### src/rtl/hamming_match_ctrl_if.sv
// Bus between the descriptor matcher controller, the descriptor buffer,
// the Hamming distance unit and the result consumer.
interface hamming_match_ctrl_if #(
    parameter int unsigned IDX_W = 6
);
    logic               i_start;
    logic [255:0]       i_src_desc;
    logic [IDX_W:0]     i_dst_num;
    logic               o_dst_ren;
    logic [IDX_W-1:0]   o_dst_addr;
    logic [255:0]       i_dst_desc;
    logic               o_ham_valid;
    logic [255:0]       o_ham_src;
    logic [255:0]       o_ham_dst;
    logic               i_ham_valid;
    logic [8:0]         i_ham_dist;
    logic               o_busy;
    logic               o_done;
    logic [IDX_W-1:0]   o_best_idx;
    logic [8:0]         o_best_dist;
    logic [8:0]         o_second_dist;
    logic               o_match_valid;

    modport slave (
        input  i_start, i_src_desc, i_dst_num, i_dst_desc, i_ham_valid, i_ham_dist,
        output o_dst_ren, o_dst_addr, o_ham_valid, o_ham_src, o_ham_dst,
               o_busy, o_done, o_best_idx, o_best_dist, o_second_dist, o_match_valid
    );

    modport master (
        output i_start, i_src_desc, i_dst_num, i_dst_desc, i_ham_valid, i_ham_dist,
        input  o_dst_ren, o_dst_addr, o_ham_valid, o_ham_src, o_ham_dst,
               o_busy, o_done, o_best_idx, o_best_dist, o_second_dist, o_match_valid
    );
endinterface

### src/rtl/hamming_match_ctrl.sv
// Brute-force descriptor matcher: streams destination descriptors through the
// external 2-stage Hamming unit and tracks best / second-best distance.
module hamming_match_ctrl #(
    parameter int unsigned N_DST    = 64,
    parameter int unsigned IDX_W    = 6,
    parameter int unsigned MAX_DIST = 64
) (
    input  logic                 i_clk,
    input  logic                 i_rst_n,
    hamming_match_ctrl_if.slave  bus
);
    typedef enum logic [1:0] {IDLE, FETCH, DRAIN, DONE} state_t;

    localparam logic [IDX_W:0] NUM_MAX = (IDX_W+1)'(N_DST);
    localparam logic [8:0]     MAX_D   = 9'(MAX_DIST);

    state_t             r_state;
    state_t             w_state_nxt;

    logic [255:0]       r_src;
    logic [IDX_W:0]     r_num;
    logic [IDX_W:0]     r_issue_cnt;
    logic [IDX_W:0]     r_res_cnt;
    logic               r_dst_ren;
    logic               r_ham_valid;
    logic               r_busy;
    logic               r_done;
    logic               r_match_valid;
    logic [IDX_W-1:0]   r_best_idx;
    logic [8:0]         r_best;
    logic [8:0]         r_second;

    logic               w_start_acc;
    logic               w_res_acc;
    logic [IDX_W:0]     w_num_lat;
    logic [IDX_W:0]     w_issue_inc;
    logic [IDX_W:0]     w_res_inc;
    logic               w_last_issue;
    logic               w_last_res;

    logic [IDX_W:0]     w_issue_nxt;
    logic [IDX_W:0]     w_res_nxt;
    logic               w_dst_ren_nxt;
    logic [IDX_W-1:0]   w_best_idx_nxt;
    logic [8:0]         w_best_nxt;
    logic [8:0]         w_second_nxt;
    logic [10:0]        w_best_x4;
    logic [10:0]        w_second_x3;
    logic               w_accept;
    logic               w_match_nxt;

    assign w_start_acc  = (r_state == IDLE) && bus.i_start;
    assign w_res_acc    = bus.i_ham_valid && ((r_state == FETCH) || (r_state == DRAIN));
    assign w_num_lat    = (bus.i_dst_num > NUM_MAX) ? NUM_MAX : bus.i_dst_num;
    assign w_issue_inc  = r_issue_cnt + 1'b1;
    assign w_res_inc    = r_res_cnt + 1'b1;
    assign w_last_issue = (w_issue_inc == r_num);
    // DONE is entered on the edge that registers the last result.
    assign w_last_res   = w_res_acc && (w_res_inc == r_num);

    always_ff @(posedge i_clk or negedge i_rst_n) begin
        if (!i_rst_n) r_state <= IDLE;
        else          r_state <= w_state_nxt;
    end

    always_comb begin
        w_state_nxt = r_state;
        unique case (r_state)
            IDLE:    if (bus.i_start) w_state_nxt = (w_num_lat == '0) ? DONE : FETCH;
            FETCH:   if (w_last_issue) w_state_nxt = DRAIN;
            DRAIN:   if (w_last_res) w_state_nxt = DONE;
            DONE:    w_state_nxt = IDLE;
            default: w_state_nxt = IDLE;
        endcase
    end

    always_comb begin
        w_issue_nxt    = r_issue_cnt;
        w_res_nxt      = r_res_cnt;
        w_dst_ren_nxt  = 1'b0;
        w_best_idx_nxt = r_best_idx;
        w_best_nxt     = r_best;
        w_second_nxt   = r_second;

        if (w_start_acc) begin
            w_issue_nxt    = '0;
            w_res_nxt      = '0;
            w_dst_ren_nxt  = (w_num_lat != '0);
            w_best_idx_nxt = '0;
            w_best_nxt     = '1;
            w_second_nxt   = '1;
        end else begin
            if (r_state == FETCH) begin
                w_issue_nxt   = w_issue_inc;
                w_dst_ren_nxt = !w_last_issue;
            end
            if (w_res_acc) begin
                w_res_nxt = w_res_inc;
                if (bus.i_ham_dist < r_best) begin
                    w_second_nxt   = r_best;
                    w_best_nxt     = bus.i_ham_dist;
                    w_best_idx_nxt = r_res_cnt[IDX_W-1:0];
                end else if (bus.i_ham_dist < r_second) begin
                    w_second_nxt = bus.i_ham_dist;
                end
            end
        end

        // Ratio test evaluated on the values being registered this edge.
        w_best_x4   = {w_best_nxt, 2'b00};
        w_second_x3 = {2'b00, w_second_nxt} + {1'b0, w_second_nxt, 1'b0};
        w_accept    = (w_best_nxt <= MAX_D) && (w_best_x4 < w_second_x3);

        if (w_state_nxt == DONE) w_match_nxt = w_accept;
        else if (w_start_acc)    w_match_nxt = 1'b0;
        else                     w_match_nxt = r_match_valid;
    end

    always_ff @(posedge i_clk or negedge i_rst_n) begin
        if (!i_rst_n) begin
            r_src         <= '0;
            r_num         <= '0;
            r_issue_cnt   <= '0;
            r_res_cnt     <= '0;
            r_dst_ren     <= 1'b0;
            r_ham_valid   <= 1'b0;
            r_busy        <= 1'b0;
            r_done        <= 1'b0;
            r_match_valid <= 1'b0;
            r_best_idx    <= '0;
            r_best        <= '1;
            r_second      <= '1;
        end else begin
            if (w_start_acc) begin
                r_src <= bus.i_src_desc;
                r_num <= w_num_lat;
            end
            r_issue_cnt   <= w_issue_nxt;
            r_res_cnt     <= w_res_nxt;
            r_dst_ren     <= w_dst_ren_nxt;
            r_ham_valid   <= r_dst_ren;
            r_busy        <= (w_state_nxt == FETCH) || (w_state_nxt == DRAIN);
            r_done        <= (w_state_nxt == DONE);
            r_match_valid <= w_match_nxt;
            r_best_idx    <= w_best_idx_nxt;
            r_best        <= w_best_nxt;
            r_second      <= w_second_nxt;
        end
    end

    assign bus.o_dst_ren     = r_dst_ren;
    assign bus.o_dst_addr    = r_issue_cnt[IDX_W-1:0];
    assign bus.o_ham_valid   = r_ham_valid;
    assign bus.o_ham_src     = r_src;
    assign bus.o_ham_dst     = bus.i_dst_desc;
    assign bus.o_busy        = r_busy;
    assign bus.o_done        = r_done;
    assign bus.o_best_idx    = r_best_idx;
    assign bus.o_best_dist   = r_best;
    assign bus.o_second_dist = r_second;
    assign bus.o_match_valid = r_match_valid;
endmodule

### src/flat_wrapper.sv
// flat-port wrapper written by rule: the top's interface ports become plain ports
module hamming_match_ctrl_flat 
#(
    parameter int unsigned N_DST    = 64,
    parameter int unsigned IDX_W    = 6,
    parameter int unsigned MAX_DIST = 64
)
  (i_clk, i_rst_n, bus_i_start, bus_i_src_desc, bus_i_dst_num, bus_i_dst_desc, bus_i_ham_valid, bus_i_ham_dist, bus_o_dst_ren, bus_o_dst_addr, bus_o_ham_valid, bus_o_ham_src, bus_o_ham_dst, bus_o_busy, bus_o_done, bus_o_best_idx, bus_o_best_dist, bus_o_second_dist, bus_o_match_valid);
  hamming_match_ctrl_if #(.IDX_W(IDX_W)) bus_i ();
  input  logic i_clk;
  input  logic i_rst_n;
  input wire logic [$bits(bus_i.i_start)-1:0] bus_i_start;
  input wire logic [$bits(bus_i.i_src_desc)-1:0] bus_i_src_desc;
  input wire logic [$bits(bus_i.i_dst_num)-1:0] bus_i_dst_num;
  input wire logic [$bits(bus_i.i_dst_desc)-1:0] bus_i_dst_desc;
  input wire logic [$bits(bus_i.i_ham_valid)-1:0] bus_i_ham_valid;
  input wire logic [$bits(bus_i.i_ham_dist)-1:0] bus_i_ham_dist;
  output wire logic [$bits(bus_i.o_dst_ren)-1:0] bus_o_dst_ren;
  output wire logic [$bits(bus_i.o_dst_addr)-1:0] bus_o_dst_addr;
  output wire logic [$bits(bus_i.o_ham_valid)-1:0] bus_o_ham_valid;
  output wire logic [$bits(bus_i.o_ham_src)-1:0] bus_o_ham_src;
  output wire logic [$bits(bus_i.o_ham_dst)-1:0] bus_o_ham_dst;
  output wire logic [$bits(bus_i.o_busy)-1:0] bus_o_busy;
  output wire logic [$bits(bus_i.o_done)-1:0] bus_o_done;
  output wire logic [$bits(bus_i.o_best_idx)-1:0] bus_o_best_idx;
  output wire logic [$bits(bus_i.o_best_dist)-1:0] bus_o_best_dist;
  output wire logic [$bits(bus_i.o_second_dist)-1:0] bus_o_second_dist;
  output wire logic [$bits(bus_i.o_match_valid)-1:0] bus_o_match_valid;
  assign bus_i.i_start = bus_i_start;
  assign bus_i.i_src_desc = bus_i_src_desc;
  assign bus_i.i_dst_num = bus_i_dst_num;
  assign bus_i.i_dst_desc = bus_i_dst_desc;
  assign bus_i.i_ham_valid = bus_i_ham_valid;
  assign bus_i.i_ham_dist = bus_i_ham_dist;
  assign bus_o_dst_ren = bus_i.o_dst_ren;
  assign bus_o_dst_addr = bus_i.o_dst_addr;
  assign bus_o_ham_valid = bus_i.o_ham_valid;
  assign bus_o_ham_src = bus_i.o_ham_src;
  assign bus_o_ham_dst = bus_i.o_ham_dst;
  assign bus_o_busy = bus_i.o_busy;
  assign bus_o_done = bus_i.o_done;
  assign bus_o_best_idx = bus_i.o_best_idx;
  assign bus_o_best_dist = bus_i.o_best_dist;
  assign bus_o_second_dist = bus_i.o_second_dist;
  assign bus_o_match_valid = bus_i.o_match_valid;
  hamming_match_ctrl #(.N_DST(N_DST), .IDX_W(IDX_W), .MAX_DIST(MAX_DIST)) u_core (.i_clk(i_clk), .i_rst_n(i_rst_n), .bus(bus_i));
endmodule
### config.mk
export PLATFORM = sky130hd
export DESIGN_NAME = hamming_match_ctrl_flat
export DESIGN_NICKNAME = d
export VERILOG_FILES = /design/src/rtl/hamming_match_ctrl_if.sv /design/src/rtl/hamming_match_ctrl.sv /design/src/flat_wrapper.sv
export SDC_FILE = /design/constraint.sdc
export NUM_CORES = 1
export LEC_CHECK = 0
export CAP_MARGIN = 20
export CELL_PAD_IN_SITES_DETAIL_PLACEMENT = 0
export CELL_PAD_IN_SITES_GLOBAL_PLACEMENT = 1
export CORE_AREA = 2 2 420 422
export DETAILED_ROUTE_END_ITERATION = 12
export DIE_AREA = 0 0 422 424
export PLACE_DENSITY_LB_ADDON = 0.1
export SYNTH_ARGS = -nofsm -noshare
export SYNTH_HDL_FRONTEND = slang
export SYNTH_SLANG_ARGS = --single-unit
### constraint.sdc
create_clock -name i_clk -period 5.32 [get_ports i_clk]
set_clock_uncertainty 0.05 [all_clocks]
set_input_delay 0.532 -clock i_clk [delete_from_list [all_inputs] [get_ports i_clk]]
set_output_delay 0.532 -clock i_clk [all_outputs]
set_load 0.05 [all_outputs]
=== Word-level counts from Yosys, hierarchy flattened ===
Cells that the tools add are included.

* Flip-flop bits (word level): 308
* Bits in latches: 0
* RAM bits: 0
* Bits in read-only memories: 0
* Input port bits: 532
* Memories kept: 0

* $add $sub $neg: 3
* $mul: 0
* Divide/modulo/power cells: 0
* $lt $le $gt $ge: 5
* Equal/unequal tests: 8
* Shift-type cells: 0
* Multiplexer cells: 24
* Bitwise gates (word level): 0
* Reduce and logical (&&, ||, !) cells: 15

{| class="wikitable"
|+ Operators by type and width
! cell !! number
|-
| $mux W9 || 7
|-
| $mux W7 || 5
|-
| $lt A9 B9 Y1 || 2
|-
| $mux W6 || 3
|-
| $add A7 B1 Y7 const B || 2
|-
| $eq A7 B7 Y1 || 2
|-
| $add A9 B10 Y11 || 1
|-
| $lt A11 B11 Y1 || 1
|-
| $le A9 B7 Y1 const B || 1
|-
| $eq A2 B2 Y1 const B || 4
|-
| $mux W2 || 4
|-
| $pmux W2 S4 || 1
|-
| $reduce_bool A2 Y1 || 4
|-
| $gt A7 B7 Y1 const B || 1
|-
| $logic_not A7 Y1 || 1
|-
| $reduce_bool A7 Y1 || 1
|-
| $eq A2 B1 Y1 const B || 2
|-
| $logic_and A1 B1 Y1 || 4
|-
| $mux W1 || 4
|-
| $logic_not A2 Y1 || 1
|-
| $logic_or A1 B1 Y1 || 2
|-
| $reduce_and A2 Y1 || 1
|-
| $logic_not A1 Y1 || 1
|}

=== Logic depth before layout (Yosys ltp) ===
Gate-level depths: netlist of run 1.

* Depth in word-level cells: 9
* Mapped depth: 25
* Gate-level depth less buffers: 24

=== Least setup slack after synthesis of run 1 ===
No wires, ideal clock.

* Path kind: register to register
* From: register u_core.r_best[6], in the netlist u_core.bus.o_best_dist[6]
* To: register u_core.r_match_valid, in the netlist u_core.bus.o_match_valid
* Arrival: 4.659 ns
* Slack: 0.501 ns
* Stages on the path, launching flop included: 23
* Clock period less this slack: 4.819 ns
* Path through: dfstp_2 > inv_1 > ha_1 > and3_1 > nand3_1 > o21a_1 > or3_4 > o21ai_2 > inv_1 > ha_1 > ha_1 > o311a_1 > nor2_1 > xor2_1 > ha_1 > a21o_1 > a21o_1 > a21o_1 > a21oi_1 > nor2b_1 > o21ai_0 > nand4_1 > o41ai_1

* Word-level cells in the longest chain between the ends: 8
* Elaborated cells on any way between the ends: 12
* Those cells by class: add/sub (1); order compare (3); mux (7); reduce/logical (1)

{| class="wikitable"
|+ Ends and longest elaborated chain
! element !! line !! text
|-
| start, declared || hamming_match_ctrl.sv:30 || <nowiki>logic [8:0] r_best;</nowiki>
|-
| start signal, assigned || hamming_match_ctrl.sv:146 || <nowiki>r_best <= w_best_nxt;</nowiki>
|-
| $lt A9 B9 Y1 || hamming_match_ctrl.sv:99 || <nowiki>if (bus.i_ham_dist < r_best) begin</nowiki>
|-
| $mux W9 || hamming_match_ctrl.sv:99 ||
|-
| $mux W9 || hamming_match_ctrl.sv:97 || <nowiki>if (w_res_acc) begin</nowiki>
|-
| $mux W9 || hamming_match_ctrl.sv:85 || <nowiki>if (w_start_acc) begin</nowiki>
|-
| via u_core.w_second_nxt[1] || hamming_match_ctrl.sv:46 || <nowiki>logic [8:0] w_second_nxt;</nowiki>
|-
| $add A9 B10 Y11 || hamming_match_ctrl.sv:111 || <nowiki>w_second_x3 = {2'b00, w_second_nxt} + {1'b0, w_second_nxt, 1'b0};</nowiki>
|-
| $lt A11 B11 Y1 || hamming_match_ctrl.sv:112 || <nowiki>w_accept = (w_best_nxt <= MAX_D) && (w_best_x4 < w_second_x3);</nowiki>
|-
| $logic_and A1 B1 Y1 || hamming_match_ctrl.sv:112 ||
|-
| $mux W1 || hamming_match_ctrl.sv:114 || <nowiki>if (w_state_nxt == DONE) w_match_nxt = w_accept;</nowiki>
|-
| end signal, assigned || hamming_match_ctrl.sv:144 || <nowiki>r_match_valid <= w_match_nxt;</nowiki>
|-
| end, declared || hamming_match_ctrl.sv:28 || <nowiki>logic r_match_valid;</nowiki>
|}

The timed path passes the listed nets, and every way through them passes these cells.
A chain may end at the register's enable or synchronous reset.

=== Worst setup path after layout of run 1 ===
* From: register u_core.r_second[7], in the netlist u_core.bus.o_second_dist[7]
* To: register u_core.r_match_valid, in the netlist u_core.bus.o_match_valid

* Word-level cells in the longest chain between the ends: 9

{| class="wikitable"
|+ Ends and longest elaborated chain
! element !! line !! text
|-
| start, declared || hamming_match_ctrl.sv:31 || <nowiki>logic [8:0] r_second;</nowiki>
|-
| start signal, assigned || hamming_match_ctrl.sv:147 || <nowiki>r_second <= w_second_nxt;</nowiki>
|-
| $lt A9 B9 Y1 || hamming_match_ctrl.sv:103 || <nowiki>end else if (bus.i_ham_dist < r_second) begin</nowiki>
|-
| $mux W9 || hamming_match_ctrl.sv:103 ||
|-
| $mux W9 || hamming_match_ctrl.sv:99 ||
|-
| $mux W9 || hamming_match_ctrl.sv:97 ||
|-
| $mux W9 || hamming_match_ctrl.sv:85 ||
|-
| via u_core.w_second_nxt[1] || hamming_match_ctrl.sv:46 ||
|-
| $add A9 B10 Y11 || hamming_match_ctrl.sv:111 ||
|-
| $lt A11 B11 Y1 || hamming_match_ctrl.sv:112 ||
|-
| $logic_and A1 B1 Y1 || hamming_match_ctrl.sv:112 ||
|-
| $mux W1 || hamming_match_ctrl.sv:114 ||
|}

The timed path passes the listed nets, and every way through them passes these cells.

==> results of run 1 <==
-- worst paths after layout --
kind / depth (start not counted) / from / to / slack (ns)
max: 22 / u_core.bus.o_second_dist[7]$_DFF_PN1_ / u_core.bus.o_match_valid$_DFFE_PN0P_ / 0.38
min: 2 / i_rst_n / u_core.bus.o_ham_src[189]$_DFFE_PN0P_ / 0.34
max reg2reg: 22 / u_core.bus.o_second_dist[7]$_DFF_PN1_ / u_core.bus.o_match_valid$_DFFE_PN0P_ / 0.38
min reg2reg: 0 / u_core.bus.o_dst_ren$_DFF_PN0_ / u_core.bus.o_ham_valid$_DFF_PN0_ / 0.37
max in group asynchronous: 3 / i_rst_n / u_core.bus.o_ham_src[122]$_DFFE_PN0P_ / 3.46
min in group i_clk: 3 / bus_i_src_desc[53] / u_core.bus.o_ham_src[53]$_DFFE_PN0P_ / 0.37
-- cells in the mapped netlist (7+ instances only) --
| master | number |
|---|---|
| buf_4 | 262 |
| dfstp_2 | 18 |
| nand3_1 | 10 |
| o21ai_0 | 15 |
| ha_1 | 40 |
| buf_1 | 7 |
| nand3b_1 | 7 |
| a21oi_1 | 25 |
| nor2_1 | 24 |
| inv_1 | 24 |
| xor2_1 | 11 |
| o211ai_1 | 11 |
| a21o_1 | 13 |
| dfrtp_1 | 290 |
| clkbuf_1 | 63 |
| nand2_1 | 824 |
| xnor2_1 | 20 |
-- layer usage --
| metal | up-vias | track usage (%) | wire length [µm] |
|---|---|---|---|
| li1 | 6017 | - | - |
| met2 | 435 | 14.81 | 39680 |
| met1 | 6015 | 9.460 | 30040 |
| met4 | 12 | 2.577 | 1813 |
| met3 | 131 | 3.613 | 7593 |
| met5 | - | 1.048 | 299 |
-- repair_timing --
action,4_1_cts,5_1_grt
buffers inserted,0,0
gates resized for setup,0,6
hold buffers,1,0
endpoints found under the hold margin,60,0
setup endpoints to repair,0,1
-- state kept, by name (all words and copies together), names as in the netlist --
| register | count |
|---|---|
| u_core.bus.o_ham_valid | 1 |
| u_core.r_issue_cnt | 7 |
| u_core.bus.o_ham_src | 256 |
| u_core.r_res_cnt | 7 |
| u_core.bus.o_done | 1 |
| u_core.bus.o_best_dist | 9 |
| u_core.r_state | 2 |
| u_core.bus.o_match_valid | 1 |
| u_core.bus.o_best_idx | 6 |
| u_core.bus.o_second_dist | 9 |
| u_core.r_num | 7 |
| u_core.bus.o_busy | 1 |
| u_core.bus.o_dst_ren | 1 |
-- placed cells by master, fill, tap and decap left out, types with 5 or more instances in the layout --
cell type	instances
bufinv_16	6
clkbuf_1	14
buf_12	5
dfstp_2	18
o21ai_1	6
inv_1	24
clkbuf_16	51
xor2_1	11
nor2_1	24
xnor2_1	20
a21o_1	13
nand3_1	10
clkdlybuf4s50_1	565
ha_1	40
clkbuf_8	10
a22oi_1	6
dfrtp_1	290
buf_4	73
o211ai_1	11
o21ai_0	13
nand2_1	823
a21oi_1	24
nand3b_1	7
nand4_1	6
or3_1	5
-- cell type report --
type	count	area, µm²
antenna	2	5.005
clock buffer	75	1466
clock inverter	14	245.2
fill	20076	150900
inverter	25	93.84
multi-input combinational	1093	5231
sequential	308	7730
tap	2340	2928
timing repair buffer	646	6339
-- where the power goes --
| part | switching, µW | leakage, µW | internal, µW | total, µW |
|---|---|---|---|---|
| sequential | 673 | 0.00382 | 3460 | 4130 |
| clock | 1380 | 0.000836 | 2180 | 3570 |
| combinational | 7010 | 0.00589 | 3670 | 10700 |
-- kinds of logic (layout without fill, tap and decap cells) --
| kind of cell | Yosys count | count (layout) | synth area share, % |
|---|---|---|---|
| buffers and inverters | 357 | 760 | 15.24 |
| XOR/XNOR | 31 | 31 | 1.781 |
| multiplexers | 6 | 6 | 0.4431 |
| adder cells (fa/ha/maj) | 40 | 40 | 3.283 |
| flip-flops | 308 | 308 | 50.70 |
| other | 0 | 2 | 0 |
| AO/OA/AOI/OAI | 107 | 107 | 5.023 |
| AND/OR/NAND/NOR | 909 | 909 | 23.53 |
-- metrics by stage --
step / TNS (ns) / hold WS, ns / util [%] / cell area (µm²) / power, µW
finish: 0 / 0.3407 / 13.74 / 24040 / 18380
CTS: 0 / 0.2706 / 13.72 / 24010 / 18950
global route: 0 / 0.3154 / 13.74 / 24040 / 19710
global placement: -0.2923 / 0.3600 / 12.73 / 22280 / 15200
floorplan: 0 / 0.1864 / - / 15250 / 10930
detailed placement: -0.1976 / 0.3548 / 12.74 / 22290 / 15090
==> impl_metrics.yaml, run 1 <==
sta:
  report.final.slew_viol_count: 0
  fin_crit_ns: 4.940
  rsz0062_at_grt: "false"
  max_freq_ghz: 0.2024
  setup_viol: 0
  max-slew-margin-rel_pct: 36.42
  finalCritPeriodShare_pct: 92.86
  hold_viol: 0
  fin_ws_ns: 0.3801
  worst_pin_slew_ns: 0.9537
worst_setup_path:
  start_kind: "flip-flop"
  path_buf_inv: 2
  worstPathArrival_ns: 5.42
  critPathMostFrequentCell: "ha_1"
  setup.worst_path.class: "reg2reg"
  endpoint_kind: "flip-flop"
  cp_slowest_cell: "dfstp_2"
  slowest_delay_ns: 0.53
  path_delay_family: "compound AO/OA/AOI/OAI gates"
  cp.required_ns: 5.80
  cp_max_fo: 5
  crit_chain: "inv_1 > ha_1 > and4_1 > o211ai_1 > o211ai_2 > mux2_1 > o21ai_2 > inv_1 > ha_1 > ha_1 > o311a_1 > nor2_1 > xor2_1 > ha_1 > a21o_1 > a21o_1 > a21o_1 > a21oi_1 > nor2b_1 > o21ai_0 > nand4_1 > o41ai_2"
logic_synthesis:
  synth_area_leaders: "dfrtp_1 (48%), nand2_1 (20%), buf_4 (13%)"
  synthFlopType: "dfrtp_1"
  syn_inst: 1758
  synth_area_um2: 15250
  synth_edf_count: 0
  synth_cell_types: 63
  async_reset_ff_share_pct: 100.0
  syn_avg_cell_area_um2: 8.672
  synth_top_area_cell: "dfrtp_1"
  syn-num-nets: 2330
  ys_seq_elements: 308
  yosysTopAreaCellShare_pct: 47.60
  synth.yosys.warnings: 0
  seq_area_frac_synth_pct: 50.70
floorplan:
  die-width_um: 422
  fp.dieArea_um2: 178900
  row_count: 154
  start_util_pct: 8.714
  die_height_um: 424
  num_io_pins: 1079
  fp.coreArea_um2: 175000
placed_design:
  place_inst: 4411
  hpwl_um: 58940
  place_congestion: 0.7186
  dpl_worst_slack_ns: -0.1976
  io_buffer_count: 566
final_layout:
  syn2layout_area_growth_pct: 57.67
  final_cells: 4503
  drive_above_1_share_pct: 8.931
  fin_nets: 2696
cts:
  ctsHtreeMaxLevel: 2
  root_buffer: "clkbuf_16"
  cts_tree: "done"
  cts_buffers: 50
  path_clk_slew_ns: 0.06
  clockBufferDepth: 3
  insertion_delay_ns: 0.62
  cts_sinks: 308
pwr:
  vdd_ir_drop_max_mv: 0.2305
  power_per_cell_area_nw_per_um2: 764.7
  p_leak_uw: 0.01055
outcome:
  status: "finished clean"
routing:
  drc_errors: 0
  final_antenna_net_count: 0
  dr_total_vias: 12610
  postRouteWirelength_um: 79430
  routed_via_density: 2.800
  firstDrtPassIters: 4
  drtIter0Drc: 564
  wl_per_cell_um: 17.64
global_routing:
  grt_pass1_vias: 13669
  grt_pass1_wl_um: 109300
  grtUsageTotal_pct: 8.581
  grt-ovfl-total: 0
  grt_max_degree: 150
  antenna_found_initial: 7
job:
  cap_violations: 0
hold_path:
  hp-class: "in2async"
Note: power is estimated with default switching activity, not from simulation.
==> inputs of run 2 (changes only) <==
--- a/config.mk
+++ b/config.mk
@@ -12,6 +12,7 @@
 export DETAILED_ROUTE_END_ITERATION = 12
 export DIE_AREA = 0 0 422 424
 export PLACE_DENSITY_LB_ADDON = 0.1
+export SLEW_MARGIN = 15
 export SYNTH_ARGS = -nofsm -noshare
 export SYNTH_HDL_FRONTEND = slang
 export SYNTH_SLANG_ARGS = --single-unit
==> results of run 2 <==
The final DEF is identical to that of run 1; final timing and power are the same.
